### src/rtl/cdb_result_queue.sv
// Per-functional-unit result buffer feeding the common data bus.
// It holds completed results in order and presents the head entry with a request until the arbiter grants it.
module cdb_result_queue #(
    parameter int WIDTH = 101,
    parameter int DEPTH = 4
) (
    input  logic                     clk,
    input  logic                     rst,
    input  logic                     flush,
    input  logic                     in_valid,
    input  logic [WIDTH-1:0]         in_data,
    output logic                     full,
    output logic                     cdb_req,
    output logic [WIDTH-1:0]         cdb_dout,
    input  logic                     cdb_granted,
    output logic [$clog2(DEPTH):0]   count,
    output logic                     overflow
);

    localparam int PTR_W = $clog2(DEPTH);
    localparam int CNT_W = PTR_W + 1;

    logic [WIDTH-1:0] mem [DEPTH];
    logic [PTR_W-1:0] rd_ptr;
    logic [PTR_W-1:0] wr_ptr;
    logic             push;
    logic             pop;
    logic             lost;

    // The request and the head word depend only on registered state, so the arbiter never sees in_valid combinationally.
    assign full     = (count == CNT_W'(DEPTH));
    assign cdb_req  = (count != '0);
    assign cdb_dout = cdb_req ? mem[rd_ptr] : '0;

    assign pop  = cdb_granted & cdb_req;
    assign push = in_valid & (~full | pop);
    assign lost = in_valid & full & ~pop & ~flush;

    // NOTE: storage has no reset; the pointers and count alone define which entries are valid.
    always_ff @(posedge clk) begin
        if (push) begin
            mem[wr_ptr] <= in_data;
        end
    end

    // NOTE: all sequential state uses non-blocking assignments so every register samples pre-edge values.
    always_ff @(posedge clk) begin
        if (rst) begin
            rd_ptr   <= '0;
            wr_ptr   <= '0;
            count    <= '0;
            overflow <= 1'b0;
        end else if (flush) begin
            rd_ptr <= '0;
            wr_ptr <= '0;
            count  <= '0;
        end else begin
            if (push) begin
                wr_ptr <= wr_ptr + PTR_W'(1);
            end
            if (pop) begin
                rd_ptr <= rd_ptr + PTR_W'(1);
            end
            count <= count + CNT_W'(push) - CNT_W'(pop);
            if (lost) begin
                overflow <= 1'b1;
            end
        end
    end

endmodule

### config.mk
export PLATFORM = sky130hd
export DESIGN_NAME = cdb_result_queue
export DESIGN_NICKNAME = d
export VERILOG_FILES = /design/src/rtl/cdb_result_queue.sv
export SDC_FILE = /design/constraint.sdc
export NUM_CORES = 1
export LEC_CHECK = 0
export CAP_MARGIN = 20
export CORE_UTILIZATION = 40
export CTS_BUF_LIST = sky130_fd_sc_hd__clkbuf_8
export DETAILED_ROUTE_END_ITERATION = 12
export SYNTH_ARGS = -nofsm -noshare
export SYNTH_HDL_FRONTEND = slang
export SYNTH_SLANG_ARGS = --single-unit
### constraint.sdc
create_clock -name clk -period 3.75 [get_ports clk]
set_clock_uncertainty 0.2 [all_clocks]
set_input_delay 0.75 -clock clk [delete_from_list [all_inputs] [get_ports clk]]
set_output_delay 0.75 -clock clk [all_outputs]
set_load 0.01 [all_outputs]
Word-level counts from Yosys, hierarchy flattened
Memory sizes are Yosys's and may differ from the RTL's. A register that Yosys moved wholly into a read port is not among the register bits.
Index checks and enable logic that the tools add are counted.
{ "totals": {"regBits": 8, "ramBits": 404, "inputBits": 106, "wordCells": 27, "mem_count": 1} }
{ "mem_list": {"columns": ["memory", "depth", "width", "rd", "rd_clocked_by_memory_dff", "write_ports", "line", "rtl"], "rows": [
  ["mem", 4, 101, 1, 1, 1, "23", "logic [WIDTH-1:0] mem [DEPTH];"]
]} }
{ "op_classes": {"add_sub_neg": 4, "n_eq_ne": 1, "mux": 5, "bitwise": 9, "n_reduce_logical": 3} }
{ "ops": {"columns": ["operator", "n"], "rows": [
  ["two-way mux 101 bit", 1],
  ["bitwise AND 1 bit", 5],
  ["adder 2 x 1 -> 2 bit, second input constant", 2],
  ["two-way mux 2 bit", 2],
  ["adder 3 x 1 -> 3 bit", 1],
  ["equality test 3 bit, second input constant", 1],
  ["NOT 1 bit", 3],
  ["nonzero test 3 bit", 1],
  ["subtractor 3 x 1 -> 3 bit", 1],
  ["two-way mux 1 bit", 2],
  ["AND reduction 2 bit", 1],
  ["OR reduction 2 bit", 1],
  ["bitwise OR 1 bit", 1]
]} }

Longest topological paths before layout
Gate-level depths: netlist of the first run.
{ "depth": {"ltp_word": 6, "depth_mapped": 10, "depth_no_buf": 9} }

Worst setup path before layout of the first run
OpenSTA, ideal clock, no wires.
{ "synth_timing": {"path_type": "input to register", "start": "input cdb_granted", "end": "memory mem[0][0], enable pin", "setup_time_ps": 472, "arrival_time_ps": 3430, "t_required_ps": 3078, "path_slack_ps": -352, "cell_stages": 3, "n_path_buf": 1, "cell_sequence": "or4b_1 > clkbuf_1 > and3_1"} }
{ "synth_via": {"elab_chain_cells": 5} }
{ "synth_rtl": {"columns": ["item", "line", "rtl"], "rows": [
  ["start, declared", "15", "input logic cdb_granted,"],
  ["bitwise AND 1 bit", "35", "assign pop = cdb_granted & cdb_req;"],
  ["bitwise OR 1 bit", "36", "assign push = in_valid & (~full | pop);"],
  ["bitwise AND 1 bit", "36", null],
  ["two-way mux 1 bit", "41", "if (push) begin"],
  ["two-way mux 1 bit (implied by the code)", "42", "mem[wr_ptr] <= in_data;"],
  ["end, declared", "23", null]
]} }
No other way between the ends.

==> reports/results.txt, run 1 <==
The flow ran to the end, and the final reports show no timing, DRC or antenna violations. The synthesized netlist occupies a cell area of 15,760 sq um. The worst hold path begins at overflow. Compared with the post-synthesis result, the final layout area differs by 26.07%. Once the floorplan was initialized, standard cells occupied 40.69% of the core. The upper clock frequency limit is 282.0 MHz. For the count of placed standard cells including taps, the log shows 1,404. Buffers added to address setup during post-CTS repair amount to 0.

Mean post-synth cell area: 22.71 sq um. Counting the buffers created by CTS gives 70. The quantity of I/O buffers inserted on ports came out at 212. By startpoint and endpoint, the worst setup path is classified as reg2out.

The max-slew violation count is 0. The share of cell area taken by muxes after synthesis came out at 14.43%. The run gives 3 as the H-tree level count. The quantity of hold-fixing buffers added after cts is 0, and the total number of nets in the final design is 1,070. The min-delay analysis places its worst path in the category reg2reg.

The die width was 200.5 microns; the maximum vdd drop was 294.4 uV. The worst-path maximum fanout was 46; the cell area after layout was 19,870 sq um. The first global-routing pass estimated 48,180 microns of wire. The routed layout has 7,541 vias.

For this run, the number of Yosys warnings is 0. The logs give 0 for the count of final hold-check violations and 78.23% for the proportion of synthesized chip area in sequential cells. The layout cell share with drive strength beyond 1 was 20.36%; the clock period minus final worst setup slack was 3547 ps. Yosys mapped the design onto 25 distinct sky130hd cell types.

The run gives 0.7086 as the routability congestion estimate from global placement. The worst setup path is captured at an output port. Clock tree synthesis found a total of 414 sinks. The average vias per placed instance was 4.942. Setup slack on the worst reg-to-reg path comes out at 1250 ps. Setup violations remaining at the end of the flow were counted as 0. For this block, the routed nets add up to 31,040 microns of wire.

The tools report the reg-to-reg endpoint as count[2]. For hold timing, the worst endpoint is overflow. The maximum number of pins on one net before global-route repair was 103. Setup repair after global routing left no endpoint under its margin. In the post-synthesis netlist, the biggest area contributors are edfxtp_1 77%, mux4_2 14%, and2_1 4.1%.

The detail-routed net length per standard cell works out to 20.34 microns. The logs give 5 for the number of iterations in the first detailed-routing pass and 17,510 microns for the half-perimeter wire length of the detailed placement result. The worst setup path is launched from a register. The xor and xnor fraction of the mapped netlist area was 0.2222%. In the synthesized netlist the dominant register cell turns out to be edfxtp_1. In this run the clock root is driven by a clkbuf_8. Count of instances resized after the clock tree is built: 0. The design draws 9.619 mW.

The total of flip-flops plus latches after synthesis is 414, and the number of instances in the synthesized netlist is 694. The adder-cell area share of the yosys netlist came out at 0.5239%. The count of boundary I/O pins was 213. The synthesized netlist devotes 4.770% of its cell area to simple gates. The vertical extent of the die works out to 200.5 microns. After detailed routing, the number of remaining DRC violations is 0.

The via count of the first global-routing pass was 8,149; the total leakage power was 6.324 nW. Setup total negative slack on the finished layout was measured at 0 ps. Headroom to the max-slew limit came out at 67.30%.

The worst path arrival time is 2600 ps, and the count of non-filler cells in the finished layout is 1,526. The largest family of logic cells by synthesized area is multiplexers. When the netlist entered floorplanning its net count stood at 806. The number of antenna violations at the first check in global routing came out at 4. TritonCTS built the clock tree.

Across the run, the number of max-cap violations was 0. Yosys mapped a number of flops with a built-in enable equal to 404. Counting flops with an async set or reset pin after synthesis yields a share of 0%. Summing the areas of all compound-gate instances in the mapped netlist gives 0.3334% of the synthesized area. The core region is 38,740 sq um.

Measured in cells, the most critical reg-to-reg path has a length of 9. In this run the critical register-to-register path is launched from count[1]. The clock-pin transition on the worst setup and hold timing paths was 50 ps; the number of stages on the worst hold path was 2. The tools report the row count as 72.

The required time of the critical path was 2800 ps; the share of the clock period used by the worst path after layout was 94.57%. The share of synthesized area in the top cell type comes to 76.96%. The floorplan die area was 40,210 sq um. In this run the power density over the cells is 484.0 nW/um^2. The actual transition at the worst max-transition pin works out to 486.4 ps.

The insertion delay to the later sink of the worst-skew pair is 590 ps. Across all hold checks on the routed design, the worst slack comes to 294.7 ps. The first routing iteration left 384 violations. Of all cell types, the one taking the most synthesized area is edfxtp_1. Once detail routing completed, the nets flagged for antenna violations numbered 0. Global routing finished with a remaining overflow of 0. Across every metal layer, demand over resource in global routing totals 15.88%. Summing all placed instances gives a cell area of 18,620 sq um. The longest clock path from root to sink contains 3 buffers.
-- logic make-up after synthesis --
| family | Yosys count |
|---|---|
| AOI/OAI and AO/OA | 8 |
| adders and majority gates | 6 |
| xor gates and xnor gates | 4 |
| and+or+nand+nor | 122 |
| muxes | 101 |
| buffers and inverters | 39 |
| DFF | 414 |
-- how the worst max path moves through the flow --
stage | from | endpoint | slack (ps) | cells past startpoint
finish | register | cdb_dout[57] | 200 | 4
global route | register | cdb_dout[11] | 50 | 4
CTS | register | cdb_dout[57] | 110 | 4
detailed placement | cdb_granted | count[1] | 490 | 8
global placement | cdb_granted | count[1] | 550 | 8
floorplan | cdb_granted | mem[0][0] | 790 | 3
-- power by group --
group	switching [mW]	internal, mW	total, mW
Clock	1.71	1.92	3.62
Sequential	0.0273	5.21	5.23
Combinational	0.341	0.423	0.764
-- layer usage --
metal	global-route usage (%)	vias up	wire (microns)
met4	5.780	6	521
met5	0	-	41
met3	4.675	44	2149
li1	-	3379	-
met2	25.31	209	15040
met1	20.74	3903	13290
-- final cells by class --
cell class,count,area (sq um)
Tap cell,518,648.1
Fill cell,3188,18860
Clock buffer,72,991.0
Multi-Input combinational cell,241,3218
Antenna cell,1,2.502
Sequential cell,414,12340
Timing Repair Buffer,227,2397
Inverter,4,15.01
Clock inverter,49,261.5
-- registers in the layout (all words and copies together), names as in the netlist, named ones only --
name	flops
mem	404
rd_ptr	2
overflow	1
count	3
wr_ptr	2
-- worst max-delay path, stage by stage, from the launching register on --
cell,delay [ps]
dfxtp_4,370
buf_12,320
mux4_2,560
and2_1,200
clkdlybuf4s50_1,480
-- metrics by stage --
stage               worst slack [ps]  utilization (%)
finish                         203.5            51.30
global route                   54.25            51.30
CTS                            114.0            51.30
detailed placement             486.6            48.06
global placement               553.7            48.06
floorplan                      791.3                -
-- cells in the mapped netlist, types with 3 or more instances --
library cell  count
ha_1              5
o21ai_0           3
nor2_1            4
mux4_2          101
inv_1             4
dfxtp_1          10
and3_1            4
edfxtp_1        404
clkbuf_1         14
nor3_1            4
and2_1          103
buf_6            10
buf_2            11
nand3_1           3
-- placed cells by master, fill, tap and decap left out, drive strengths merged, types with 2 or more instances in the layout --
cell	instances
nor3	4
xor2	2
dfxtp	10
and2	103
clkinvlp	3
clkinv	22
nor2	4
buf	15
inv	26
mux4	101
clkbuf	72
ha	5
nand3	3
a21boi	2
edfxtp	404
bufinv	2
clkdlybuf4s50	212
xnor2	2
and3	4
o21ai	3
Note: power is estimated with default switching activity, not from simulation.
==> run 2: changes to the inputs <==
- CORE_MARGIN: default -> 8
==> reports/results.txt, run 2 (synthesis results as in run 1) <==
The first detailed-routing pass ran for 4 iterations. The global-route wire length before repair is 51,380 microns. In this run the static leakage power is 6.351 nW. Summed over all layers, the global routing overflow is 0. The final layout contains routed wiring with a total length of 33,240 microns. In this run the cell area measured after placement is 18,700 sq um. On the worst path, the slowest cell contributes a delay of 540 ps. For the worst setup path, the data required time is 2800 ps. TritonCTS built the clock tree. The sink count of the clock tree came out at 414.

The upper clock frequency limit was 282.6 MHz; the number of cells on the critical path was 4. Max-cap violations in this run came to 0. For the number of antenna violations at the first check in global routing, the log shows 6.

Routability-driven placement finished with a final weighted congestion of 0.6907. CTS placed an instance of clkbuf_8 at the clock tree root. Number of setup violations in the final report: 0.

After detailed routing, the number of vias per cell comes to 4.981. The clock reaches the later pin of the worst-skew pair after 610 ps. Summing over every cut layer, the via total after detailed routing is 7,631.

The power density normalized to cell area is 472.7 nW/um^2. The worst setup path is of the reg2out kind. For the worst flop-to-flop path, the logic depth is 9. In this run, CTS created clock tree buffers numbering 61. The critical path goes through or3_2, buf_12, and2_1, clkdlybuf4s50_1.

In the layout the commonest cells are 404 x edfxtp_1, 212 x clkdlybuf4s50_1, 103 x and2_1. The number of hold buffers added after CTS was 0. mem holds more flip-flops than any other register.

The layout-stage area growth over the synthesis result came out at 26.29%. The path with the worst hold slack has its endpoint at overflow. The first routing iteration left 407 violations. Total number of nets in the final design: 1,072.

The worst hold-check slack is 281.0 ps. The worst-case IR drop observed on VDD is 242.5 uV. Buffer depth of the longest clock path: 3. The path class of the tightest hold or removal check is reg2reg.

The clock period minus final worst setup slack came out at 3539 ps. Setup repair after global routing left no endpoint under its margin. For the count of final hold-check violations, the log shows 0.

The floorplan die area is 46,020 sq um, and the cell area after layout is 19,910 sq um. In this run the critical register-to-register path is captured at count[2]. Setup total negative slack on the finished layout was measured at 0 ps.

The worst-path maximum fanout came out at 102. The tools report the worst reg2reg path startpoint as count[1]. The run finished with clean final reports. For the worst setup path, the data arrival time is 2590 ps. The library cell used most frequently in the layout, excluding fill and tap cells, is edfxtp_1. Buffering stage count on the worst path with inverters included: 2. The logs give 0 for the max-slew violation count and 14.27% for the overall track demand over capacity in global routing. Port buffering added 212 buffers. Register-to-register setup slack: 1230 ps. The H-tree was split into 2 levels. The run gives 20,850 microns as the half-perimeter wire length of the detailed placement result. Cells with a size suffix above 1 make up 20.57% of the layout. The kind of cell with the highest combined delay along the critical path is simple AND/OR/NAND/NOR gates. The startpoint type of the worst setup path is a register. The worst path uses 94.37% of the clock period. Entering global routing, the biggest net connects 103 pins. Worst slew margin relative to its limit: 63.96%. Type of element capturing the critical path: an output port. The number of stages on the worst hold path came out at 2. The number of flip-flops under the largest register name is 404. The largest registers in the layout are mem x404, count x3. Cells fill 51.39% of the core in the end. The die is 214.5 microns wide. For this configuration, the core starts out at a cell density of 40.69%. The actual transition at the worst max-transition pin is 536.1 ps. The slowest stage cell on the critical path was or3_2. The start point of the worst hold path is overflow. 213 I/O pins were placed.

The vertical extent of the die was 214.5 microns; the post-detailed-route count of antenna-violating nets was 0. The initialized floorplan defines 72 standard-cell rows. Clock-pin transition on the worst setup and hold timing paths: 60 ps.

The count of instances resized after the clock tree is built is 0, and the residual DRC count is 0. The run gives 8,442 as the via count of the first global-routing pass. Placeable core region: 38,740 sq um. The detail-routed net length per standard cell works out to 21.69 microns.
[run 2: power by group]
group	total [mW]	internal, mW	switching [mW]
Sequential	5.23	5.20	0.0271
Clock	3.39	1.76	1.63
Combinational	0.788	0.431	0.357
Total	9.41	7.39	2.02
[run 2: stage by stage]
step | instances | worst slack [ps] | power [mW]
after floorplan | 694 | 791.3 | 5.657
after global placement | 1412 | 544.2 | 6.125
after detailed placement | 1412 | 503.4 | 6.133
after CTS | 1529 | 119.5 | 9.551
after global routing | 1531 | 66.30 | 9.783
final | 1532 | 211.1 | 9.410
[run 2: tightest hold or removal path: stages (launching register included)]
cell	delay, ps
dfxtp_1	330
a31oi_1	50
nor2_1	70
[run 2: repair_timing]
action | CTS | global route
setup endpoints to repair | 28 | 0
setup buffers | 3 | 0
hold endpoints to repair | 0 | 0
[run 2: metal layers]
| layer | up-vias | routed length, microns | global-route usage [%] |
|---|---|---|---|
| met5 | - | 42 | 0 |
| met3 | 62 | 2066 | 4.401 |
| met2 | 200 | 15880 | 22.77 |
| li1 | 3388 | - | - |
| met1 | 3975 | 14660 | 18.71 |
| met4 | 6 | 588 | 4.159 |
[run 2: worst max path at each step]
stage	slack, ps	to	startpoint
global route	70	cdb_dout[8]	register
detailed placement	500	count[1]	cdb_granted
floorplan	790	mem[0][0]	cdb_granted
finish	210	cdb_dout[43]	count[1]
global placement	540	count[1]	cdb_granted
CTS	120	cdb_dout[99]	register
[run 2: final cells by class]
type / instances / area (sq um)
diodes: 3 / 7.507
inverters: 4 / 15.01
flip-flops and latches: 414 / 12340
well taps: 518 / 648.1
clock buffers: 63 / 867.1
clock inverters: 51 / 282.8
multi-input cells: 241 / 3218
repair buffers: 238 / 2530
fillers: 3117 / 18830
==> run 3: changes to the inputs <==
- CORE_UTILIZATION: 40 -> 35
==> reports/results.txt, run 3 (synthesis results as in run 1) <==
The run finished with clean final reports. The maximum vdd drop was 268.7 uV; the via count of the first global-routing pass was 8,425. The worst setup path is of the reg2out kind.

The layout-stage area growth over the synthesis result was 27.86%; the routability congestion estimate from global placement was 0.7061. For this run, the post-layout net count is 1,093. The register with the most flip-flops in the final layout is mem.

Dividing the detail-routed wire length by the instance count gives 20.64 microns. The first TritonRoute pass finished after 4 iterations. The startpoint type of the worst setup path was a register. The analysis attributes to cell leakage a power of 6.505 nW. Sink count of the clock tree: 414.

The number of flip-flops under the largest register name was 404. Type of element capturing the critical path: an output port. Port buffering added 212 buffers.

Based on the critical path, the design can be clocked at up to 277.7 MHz. The floorplan step defined a die boundary enclosing 52,090 sq um. The detail route stage leaves a number of antenna-violating nets equal to 0.

Before CTS, the worst setup slack after placement is 521.3 ps. In this run the worst path has a maximum fanout of 17. The logs give 0 for the number of setup violations in the final report and 148.6 ps for the setup slack after layout. The worst pin sits at a relative slew slack of 53.73%. Path category of the worst min-delay check: reg2reg. TritonCTS built the clock tree. In the global route stage, overall resource usage came out at 12.65%.

The die width was 228.2 microns. Setup repair after global routing left no endpoint under its margin. Once the floorplan was initialized, standard cells occupied 35.57% of the core.

The largest registers in the layout are mem x404, count x3. The run gives 0 as the count of final hold-check violations. The first-iteration detailed-routing DRC count came out at 430. The commonest non-fill, non-tap cell in the layout was edfxtp_1. In the finished design, the share of the clock period the worst path needs comes to 96.04%. The floorplan step set the die height to 228.2 microns.

The worst path arrival time came out at 2650 ps. Power density normalized to cell area: 473.1 nW/um^2. The logs give 0 for the max-slew violation count and 590 ps for the insertion delay to the later sink of the worst-skew pair. After routing, the total negative slack on setup checks comes to 0 ps. STA puts the critical path data required time at 2800 ps. The average vias per placed instance is 4.713, and the clock-pin transition on the worst setup and hold timing paths is 60 ps. Entering global routing, the biggest net connects 103 pins. The number of clock buffers added by TritonCTS is 71. CTS placed an instance of clkbuf_8 at the clock tree root.

The floorplan has 77 rows. For the pin with the worst max-slew slack, the measured transition is 694.1 ps. Across the run, the number of max-cap violations was 0.

After layout, the minimum clock period comes to 3601 ps. For this run, design rule violations remaining after detail routing come to 0. The global-route wire length before repair was 50,850 microns. The final route contains 7,649 vias. In the layout the commonest cells are 404 x edfxtp_1, 204 x clkdlybuf4s50_1, 103 x and2_1. The clock passes through at most 3 buffers. The total area inside the core boundary comes to 44,320 sq um. The count of boundary I/O pins was 213; the number of antenna violations at the first check in global routing was 2. For this block, the routed nets add up to 33,500 microns of wire.

The H-tree level count was 3. The layout cell share with drive strength beyond 1 was 22.25%; the half-perimeter wire length of the detailed placement result was 19,980 microns. After global routing the overflow that remains totals 0.
-- run 3: changes by cell type in the layout (fill, tap and decap cells not counted), sizes merged, moves of 6 or more --
cell and change:
clkinv -10, clkbuf +13, buf +10, clkdlybuf4s50 -8, dlygate4sd2 +8, inv +6
-- run 3: layout make-up --
| class | count | area, sq um |
|---|---|---|
| multi-input cells | 241 | 3218 |
| clock buffers | 75 | 1032 |
| repair buffers | 249 | 2610 |
| clock inverters | 46 | 195.2 |
| flip-flops and latches | 414 | 12340 |
| fillers | 3827 | 24160 |
| diodes | 2 | 5.005 |
| inverters | 4 | 15.01 |
| well taps | 592 | 740.7 |
-- run 3: layer usage --
| metal | vias to the layer above | track usage [%] | wire [microns] |
|---|---|---|---|
| met4 | 2 | 4.351 | 593 |
| met1 | 3954 | 16.04 | 14450 |
| met2 | 211 | 20.39 | 16100 |
| met3 | 56 | 3.996 | 2338 |
| li1 | 3426 | - | - |
| met5 | - | 0 | 13 |
-- run 3: worst paths after layout --
check / start / end / slack (ps) / cells past startpoint
worst min register to register: overflow / overflow / 280 / 2
worst min-delay path: overflow / overflow / 280 / 2
worst max-delay path: register / cdb_dout[43] / 150 / 5
worst max register to register: count[1] / count[2] / 1200 / 9
-- run 3: power by group --
group	switching, mW	leakage (nW)	internal [mW]
registers	0.0284	3.79	5.21
clock network	1.69	0.720	1.84
logic	0.346	1.99	0.430
-- run 3: stage by stage --
| stage | cell area (sq um) | cells | utilization [%] | total power [mW] | hold slack (ps) |
|---|---|---|---|---|---|
| 3_3_place_gp | 18810 | 1489 | 42.43 | 6.112 | 253.5 |
| 5_1_grt | 20150 | 1621 | 45.47 | 9.942 | 320.3 |
| 4_1_cts | 20040 | 1610 | 45.21 | 9.701 | 276.1 |
| 3_5_place_dp | 18810 | 1489 | 42.43 | 6.122 | 262.6 |
| 2_1_floorplan | 15770 | 694 | - | 5.657 | 289.7 |
| 6_report | 20160 | 1623 | 45.48 | 9.535 | 282.8 |
-- run 3: worst max-delay path, stage by stage (launching register included) --
cell and delay (ps):
dfxtp_4 470, buf_4 170, buf_16 180, mux4_2 550, and2_1 170, clkdlybuf4s50_1 470
-- run 3: what timing repair did --
item                                    in CTS  in global routing
cloned                                       0                  1
pin swaps                                    0                  0
hold buffers                                 0                  0
gates resized for setup                     10                  0
setup buffers                                0                 10
endpoints found under the setup margin      22                 54
